--- config.mk ---
export PLATFORM = sky130hd
export DESIGN_NAME = serial_subtractor_8_bit
export DESIGN_NICKNAME = d
export VERILOG_FILES = /design/src/rtl/serial_subtractor_8_bit.sv
export SDC_FILE = /design/constraint.sdc
export NUM_CORES = 1
export LEC_CHECK = 0
export ABC_AREA = 1
export CAP_MARGIN = 25
export CORE_MARGIN = 2
export CORE_UTILIZATION = 51
export DETAILED_ROUTE_END_ITERATION = 7
export PLACE_DENSITY = 0.84
export RECOVER_POWER = 50
export SKIP_CTS_REPAIR_TIMING = 1
export SLEW_MARGIN = 10
export SYNTH_ARGS = -nofsm -noshare
export SYNTH_HDL_FRONTEND = slang
export SYNTH_SLANG_ARGS = --single-unit
--- constraint.sdc ---
create_clock -name clk -period 1.4 [get_ports clk]
set_input_delay 0.28 -clock clk [delete_from_list [all_inputs] [get_ports clk]]
set_output_delay 0.28 -clock clk [all_outputs]
set_load 0.005 [all_outputs]
--- src/rtl/serial_subtractor_8_bit.sv ---
// ---------------------------------------------------------------------------
// serial_subtractor_8_bit
//   Bit-serial subtractor: d = a - b - b_in, one bit per clock, LSB first.
//   A single gate-level full-subtractor cell plus a borrow flop does all the
//   arithmetic. The operands are held in shift registers, and the difference
//   bits are shifted into a result register from the MSB end.
//
//   Handshake: start is accepted in IDLE or DONE. busy is high for WIDTH
//   cycles. done pulses for one cycle, and d/b_out are valid in that cycle.
//   Back-to-back throughput is one result every WIDTH+1 cycles.
//
//   Optional feature (macro SUB_OVF_EN): adds the output ovf. This is the
//   two's-complement overflow of a - b - b_in, updated together with d.
// ---------------------------------------------------------------------------

// Half subtractor: diff = x - y, borrow when x < y.
module half_subtractor (
   input  logic x,
   input  logic y,
   output logic diff,
   output logic borrow
);
   assign diff   = x ^ y;
   assign borrow = ~x & y;
endmodule

// Full subtractor from two half subtractors:
//   diff   = x ^ y ^ bw
//   borrow = (~x & y) | (~(x ^ y) & bw)
module full_subtractor (
   input  logic x,
   input  logic y,
   input  logic bw,
   output logic diff,
   output logic borrow
);
   logic d1, b1, b2;

   half_subtractor hs_xy (
      .x      (x),
      .y      (y),
      .diff   (d1),
      .borrow (b1)
   );

   half_subtractor hs_bw (
      .x      (d1),
      .y      (bw),
      .diff   (diff),
      .borrow (b2)
   );

   assign borrow = b1 | b2;
endmodule

module serial_subtractor_8_bit #(
   parameter int WIDTH = 8               // legal range 2..32
) (
   input  logic             clk,
   input  logic             reset,
   input  logic             start,
   input  logic [WIDTH-1:0] a,
   input  logic [WIDTH-1:0] b,
   input  logic             b_in,
   output logic             busy,
   output logic             done,
   output logic [WIDTH-1:0] d,
   output logic             b_out
`ifdef SUB_OVF_EN
   ,
   output logic             ovf
`endif
);

   localparam int CNT_W = $clog2(WIDTH);
   localparam logic [CNT_W-1:0] LAST_BIT = CNT_W'(WIDTH - 1);

   typedef enum logic [1:0] {
      IDLE  = 2'd0,
      SHIFT = 2'd1,
      DONE  = 2'd2
   } state_t;

   state_t           state;
   logic [CNT_W-1:0] cnt;       // index of the bit being processed
   logic [WIDTH-1:0] a_sr;      // minuend, bit 0 is the current bit
   logic [WIDTH-1:0] b_sr;      // subtrahend, bit 0 is the current bit
   logic [WIDTH-1:0] res;       // partial difference, filled from the MSB end
   logic             bw_q;      // running borrow between bit positions

   logic             diff_bit;
   logic             bw_next;

   // The only arithmetic in the datapath: one bit of a - b - borrow.
   full_subtractor u_cell (
      .x      (a_sr[0]),
      .y      (b_sr[0]),
      .bw     (bw_q),
      .diff   (diff_bit),
      .borrow (bw_next)
   );

   // Sequencer and datapath. All outputs are registered, so d/b_out move only
   // on the edge that raises done.
   // NOTE: every register here, including the operand and result shift
   // registers, is cleared on reset. An aborted operation then leaves no
   // stale partial bits behind, and the outputs come out of reset at 0.
   always_ff @(posedge clk) begin
      if (reset) begin
         state <= IDLE;
         busy  <= 1'b0;
         done  <= 1'b0;
         d     <= '0;
         b_out <= 1'b0;
         cnt   <= '0;
         bw_q  <= 1'b0;
         a_sr  <= '0;
         b_sr  <= '0;
         res   <= '0;
`ifdef SUB_OVF_EN
         ovf   <= 1'b0;
`endif
      end else begin
         // NOTE: non-blocking assignments throughout. Every right-hand side
         // reads the pre-edge value, so the shift registers, the borrow and
         // the counter all advance together without ordering hazards.
         case (state)
            IDLE, DONE: begin
               // done is a one-cycle pulse, and a new request may be taken
               // straight out of DONE for back-to-back operation.
               done <= 1'b0;
               if (start) begin
                  a_sr  <= a;
                  b_sr  <= b;
                  bw_q  <= b_in;
                  cnt   <= '0;
                  busy  <= 1'b1;
                  state <= SHIFT;
               end else begin
                  state <= IDLE;
               end
            end

            SHIFT: begin
               // start is ignored here, and the latched operands are the only
               // inputs to the arithmetic.
               a_sr <= a_sr >> 1;
               b_sr <= b_sr >> 1;
               res  <= {diff_bit, res[WIDTH-1:1]};
               bw_q <= bw_next;
               if (cnt == LAST_BIT) begin
                  // The last bit goes straight to the output register. The
                  // borrow out of the MSB is the true borrow of the operation.
                  d     <= {diff_bit, res[WIDTH-1:1]};
                  b_out <= bw_next;
`ifdef SUB_OVF_EN
                  // At this point a_sr[0]/b_sr[0] hold the operand MSBs and
                  // diff_bit is the result MSB.
                  ovf   <= (a_sr[0] ^ b_sr[0]) & (diff_bit ^ a_sr[0]);
`endif
                  busy  <= 1'b0;
                  done  <= 1'b1;
                  state <= DONE;
               end else begin
                  cnt <= cnt + CNT_W'(1);
               end
            end

            default: begin
               busy  <= 1'b0;
               done  <= 1'b0;
               state <= IDLE;
            end
         endcase
      end
   end

endmodule
## Word level (Yosys, flattened, before mapping)

Cells that the tools add are included.

| word-level totals | value |
|---|---|
| register bits after elaboration | 41 |
| input bits | 20 |
| output and inout port bits | 11 |

| operators by class | value |
|---|---|
| add/subtract/negate cells | 1 |
| eq/ne operators | 6 |
| muxes and demuxes | 15 |
| bitwise operators | 8 |
| reductions and logical operators | 8 |

Operators with widths:

| operator | count |
|---|---|
| $pmux W8 S2 | 2 |
| $mux W8 | 2 |
| $mux W3 | 2 |
| $ne A2 B2 Y1 const B | 3 |
| $pmux W3 S2 | 1 |
| $reduce_and A2 Y1 | 3 |
| $mux W1 | 4 |
| $pmux W1 S2 | 2 |
| $pmux W2 S2 | 1 |
| $reduce_or A2 Y1 | 2 |
| $add A3 B1 Y3 const B | 1 |
| $eq A3 B3 Y1 const B | 1 |
| $not A1 Y1 | 3 |
| $reduce_and A3 Y1 | 1 |
| $and A1 B1 Y1 | 2 |
| $eq A2 B1 Y1 const B | 1 |
| $eq A2 B2 Y1 const B | 1 |
| $logic_not A2 Y1 | 1 |
| $mux W2 | 1 |
| $reduce_bool A2 Y1 | 1 |
| $xor A1 B1 Y1 | 2 |
| $or A1 B1 Y1 | 1 |

## Longest topological paths before layout

| depth | value |
|---|---|
| depth in word-level cells | 5 |
| gate-level depth with buffers | 8 |

## Modules after synthesis

A second synthesis with hierarchy kept.

| unflattened totals | value |
|---|---|
| cell total of the unflattened synthesis | 253 |
| area, all modules | 1799.2 um^2 |

Modules (own cells, without submodules):

| module | instances | cells an instance | area each (um^2) | seq. area each (um^2) |
|---|---|---|---|---|
| serial_subtractor_8_bit | 1 | 244 | 1747.9 | 800.8 |
| half_subtractor | 2 | 3 | 20.0 | 0.0 |
| full_subtractor | 1 | 3 | 11.3 | 0.0 |

## Least setup slack after synthesis

OpenSTA, ideal clock, no wires.

| timing | value |
|---|---|
| path type | reg-to-reg |
| from | register cnt[0] |
| to | register cnt[1] |
| library setup time | 114 ps |
| data arrival time | 1170 ps |
| data required time | 1286 ps |
| setup slack | 117 ps |
| cell stages (with the launch flop) | 9 |
| path buffers | 1 |
| period minus slack after synthesis | 1283 ps |
| path through | dfxtp_1 > ha_1 > ha_1 > buf_2 > inv_1 > nand2_1 > nand2_1 > nand3_1 > nand2_1 |

| between the ends | value |
|---|---|
| cells in the longest elaborated chain, start to end | 3 |
| elaborated cells between the ends (all ways) | 6 |

RTL lines:

| element | line | source |
|---|---|---|
| from (decl) | 85 | `logic [CNT_W-1:0] cnt;` |
| from (signal assigned) | 165 | `cnt <= cnt + CNT_W'(1);` |
| $add A3 B1 Y3 or $eq A3 B3 Y1 (tied branches) | 165, 151 |  |
| $mux W3 or $ne A2 B2 Y1 (tied branches) | - |  |
| $pmux W3 S2 or $reduce_and A3 Y1 (tied branches) | - |  |

Several ways; a longest one is shown, not always the timed one. The select of a mux whose other input is x is not followed.
A chain may end at the register's enable or synchronous reset.

## Worst setup path in the final report

| timing | value |
|---|---|
| from | register cnt[0] |
| to | register cnt[0] |

The elaborated chain is that of the path after synthesis.

==> insert_results.sql <==
INSERT INTO impl_metrics (metric_group, metric, value, unit) VALUES
('setup_path', 'timing.critical_path.mode_cell', 'nand2_1', ''),
('logic_synthesis', 'post_synthesis_cells', '238', ''),
('logic_synthesis', 'syn-cell-area', '1755', 'µm²'),
('pwr', 'clkPwrFrac', '30.7', '%'),
('run', 'drv.max_cap_violation_count', '0', ''),
('outcome', 'status', 'complete, no violations', ''),
('pwr', 'p_leak', '0.001165', 'µW'),
('timing', 'transition_time_at_the_pin_with_the_least_slew_margin', '0.3391', 'ns'),
('setup_path', 'r2r_end', 'cnt[0]$_SDFFE_PP0P_', ''),
('setup_path', 'worst_r2r_startpoint', 'cnt[0]$_SDFFE_PP0P_', ''),
('routing', 'dr.first_iter.drc_count', '154', ''),
('routing', 'detailroute.via_count', '1593', ''),
('setup_path', 'critical_path_s_slowest_cell', 'dfxtp_1', ''),
('min_path', 'hold_depth', '2', ''),
('global_route', 'grt_start_max_net_pins', '31', ''),
('pwr', 'power_frac_comb', '17.6', '%'),
('placement', 'io_buffers', '30', ''),
('floorplanning', 'die-width', '62.67', 'µm'),
('setup_path', 'crit_path_largest_cell_delay', '0.36', 'ns'),
('clock_tree', 'ctsRootBufferMaster', 'clkbuf_4', ''),
('global_route', 'grt_antenna_before_repair', '0', ''),
('setup_path', 'reg2reg_slack', '0.10', 'ns'),
('setup_path', 'timing.reg2reg.worst_path_depth', '7', ''),
('logic_synthesis', 'synth_area_per_cell', '7.376', 'µm²'),
('clock_tree', 'cts.reportedPaths.clkPinSlew', '0.11', 'ns'),
('timing', 'worst_slew_margin_rel', '77.34', '%'),
('timing', 'share_of_the_clock_period_used_by_the_worst_path', '92.86', '%'),
('floorplanning', 'die-area', '3928', 'µm²'),
('floorplanning', 'floorplan.initialDensity', '53.02', '%'),
('global_route', 'grt_first_pass_wirelength', '5.996', 'mm'),
('pwr', 'power.density', '1059', 'nW/µm²'),
('routing', 'post-route-drc-count', '0', ''),
('final_layout', 'area_of_combinational_cells_with_multiple_inputs', '755.7', 'µm²'),
('min_path', 'min_from', 'd[1]$_SDFFE_PP0P_', ''),
('setup_path', 'crit_path_end_kind', 'flop', ''),
('timing', 'final_number_of_max_transition_violations', '0', ''),
('clock_tree', 'clockBufferDepth', '2', ''),
('setup_path', 'critPathArrivalTime', '1.56', 'ns'),
('setup_path', 'worstSetupStartpoint', 'cnt[0]$_SDFFE_PP0P_', ''),
('final_layout', 'final_cell_area', '2268', 'µm²'),
('routing', 'wl', '3.550', 'mm'),
('floorplanning', 'design.portCount', '31', ''),
('timing', 'period_needed', '1.300', 'ns'),
('pwr', 'p_sw', '618.8', 'µW'),
('pwr', 'seq_power_share', '51.7', '%'),
('final_layout', 'fillCellCount', '296', ''),
('logic_synthesis', 'share_of_the_yosys_chip_area_belonging_to_registers', '45.62', '%'),
('final_layout', 'drive_above_1_share', '9.420', '%'),
('clock_tree', 'cts-buffers-inserted', '5', ''),
('placement', 'post_detailed_placement_cell_area', '2170', 'µm²'),
('clock_tree', 'cts_h_tree_depth', '2', ''),
('floorplanning', 'row_count', '21', ''),
('setup_path', 'startpoint_type', 'flop', ''),
('logic_synthesis', 'synthDistinctLibCells', '23', ''),
('setup_path', 'crit_path_cell_trace', 'ha_1 > ha_2 > inv_1 > nand2_1 > nand2_1 > nand2_1 > nand2_1', ''),
('timing', 'setup_repair_after_global_routing_missed_its_margin', 'false', ''),
('timing', 'finClkSkew', '0.005566', 'ns'),
('min_path', 'timing.hold.worst_endpoint', 'd[1]$_SDFFE_PP0P_', ''),
('logic_synthesis', 'yosys_reg_bits', '40', ''),
('routing', 'firstDrtPassIters', '5', ''),
('clock_tree', 'clock_sink_count', '40', ''),
('clock_tree', 'clock_latency', '0.35', 'ns'),
('timing', 'report.final.hold_viol_count', '0', ''),
('final_layout', 'post-route-util', '68.52', '%'),
('min_path', 'classification_of_the_worst_slack_hold_path', 'flop to flop', ''),
('final_layout', 'num_antenna_cells', '0', ''),
('logic_synthesis', 'synth_warnings', '0', ''),
('floorplanning', 'design.core.area', '3311', 'µm²'),
('global_route', 'gr-usage-all-layers', '19.64', '%'),
('pwr', 'worst_ir_drop_vdd', '0.9807', 'mV'),
('setup_path', 'critPathTopFamily', 'simple AND/OR/NAND/NOR gates', '');
-- power groups by stage --
stage	registers (µW)	logic (µW)	clock network, µW
6_report	1240	422	738
5_1_grt	1250	480	822
4_1_cts	1240	427	758
3_5_place_dp	1270	424	0
3_3_place_gp	1270	415	0
2_1_floorplan	1260	281	0
-- cells by family (layout without fill, tap and decap cells) --
family	count (synthesis)	count (layout)	synth area share, %
buf+inv	40	78	11.19
compound gates	20	20	5.702
flops	40	40	45.62
fa+ha+maj	3	3	2.566
simple gates	135	135	34.93
-- synthesized netlist by cell type (all sizes together) --
library cell | number | area, µm²
clkbuf | 3 | 11.26
inv | 26 | 97.59
dfxtp | 40 | 800.8
nor3 | 14 | 70.07
nand4 | 3 | 18.77
buf | 11 | 87.57
nand2 | 39 | 161.4
fa | 1 | 20.02
ha | 2 | 25.02
a21oi | 11 | 55.05
o21ai | 9 | 45.04
nand3 | 42 | 210.2
nand3b | 1 | 7.510
nor2 | 36 | 145.1
-- stage by stage --
step             TNS, ns  total power (µW)  instances  hold slack (ns)
3_3_place_gp   -0.003376              1681        314           0.4492
6_report               0              2402        322           0.4701
4_1_cts          -0.9758              2428        322           0.4778
3_5_place_dp     -0.1607              1693        314           0.4533
5_1_grt                0              2553        322           0.4687
2_1_floorplan          0              1544        238           0.4209
-- sequential cells by signal (all words and copies together), names as in the netlist --
signal  flops
d           8
done        1
b_sr        8
busy        1
bw_q        1
cnt         3
b_out       1
a_sr        8
res         7
state       2
-- routing by layer --
layer | wire length (µm) | vias to the layer above | part of all wire, % | GRT usage (%)
li1 | - | 835 | - | -
met1 | 1629 | 715 | 46 | 23.52
met2 | 1709 | 41 | 48 | 31.85
met3 | 191 | 2 | 5.4 | 6.486
met4 | 20 | 0 | 0.56 | 9.167
met5 | 0 | - | 0 | 0
-- cell usage in the layout, fill, tap and decap left out, drive strengths merged --
master	netlist	layout
nor3	14	14
inv	26	26
nand4	3	3
nand3b	1	1
fa	1	1
clkdlybuf4s50	0	19
ha	2	2
clkbuf	3	7
dlymetal6s2s	0	11
o21ai	9	9
bufinv	0	1
nand3	42	42
nor2	36	36
a21oi	11	11
dfxtp	40	40
buf	11	13
nand2	39	39
clkinv	0	1
-- tightest hold or removal path: cells and delay by family, from the launching register on --
| family | cells | cell delay (ns) |
|---|---|---|
| flops | 1 | 0.32 |
| simple gates | 1 | 0.06 |
| compound gates | 1 | 0.05 |
-- area by class of cell --
class,instances,area share [%]
clock buffers,6,1.820
clock inverters,2,1.544
inverters,26,4.302
multi-input cells,158,33.31
flip-flops and latches,40,35.30
well taps,46,2.537
repair buffers,44,21.18
-- worst max-delay path by stage --
stage	depth (start not counted)	slack, ns	to
2_1_floorplan	8	0.12	cnt[1]$_SDFFE_PP0P_
3_3_place_gp	5	-0.003	b_sr[1]$_SDFFE_PP0P_
3_5_place_dp	5	-0.03	b_sr[6]$_SDFFE_PP0P_
4_1_cts	1	-0.10	d[2]
5_1_grt	7	0.03	b_sr[0]$_SDFFE_PP0P_
6_report	7	0.10	cnt[0]$_SDFFE_PP0P_
(Power assumes the default switching activity.)
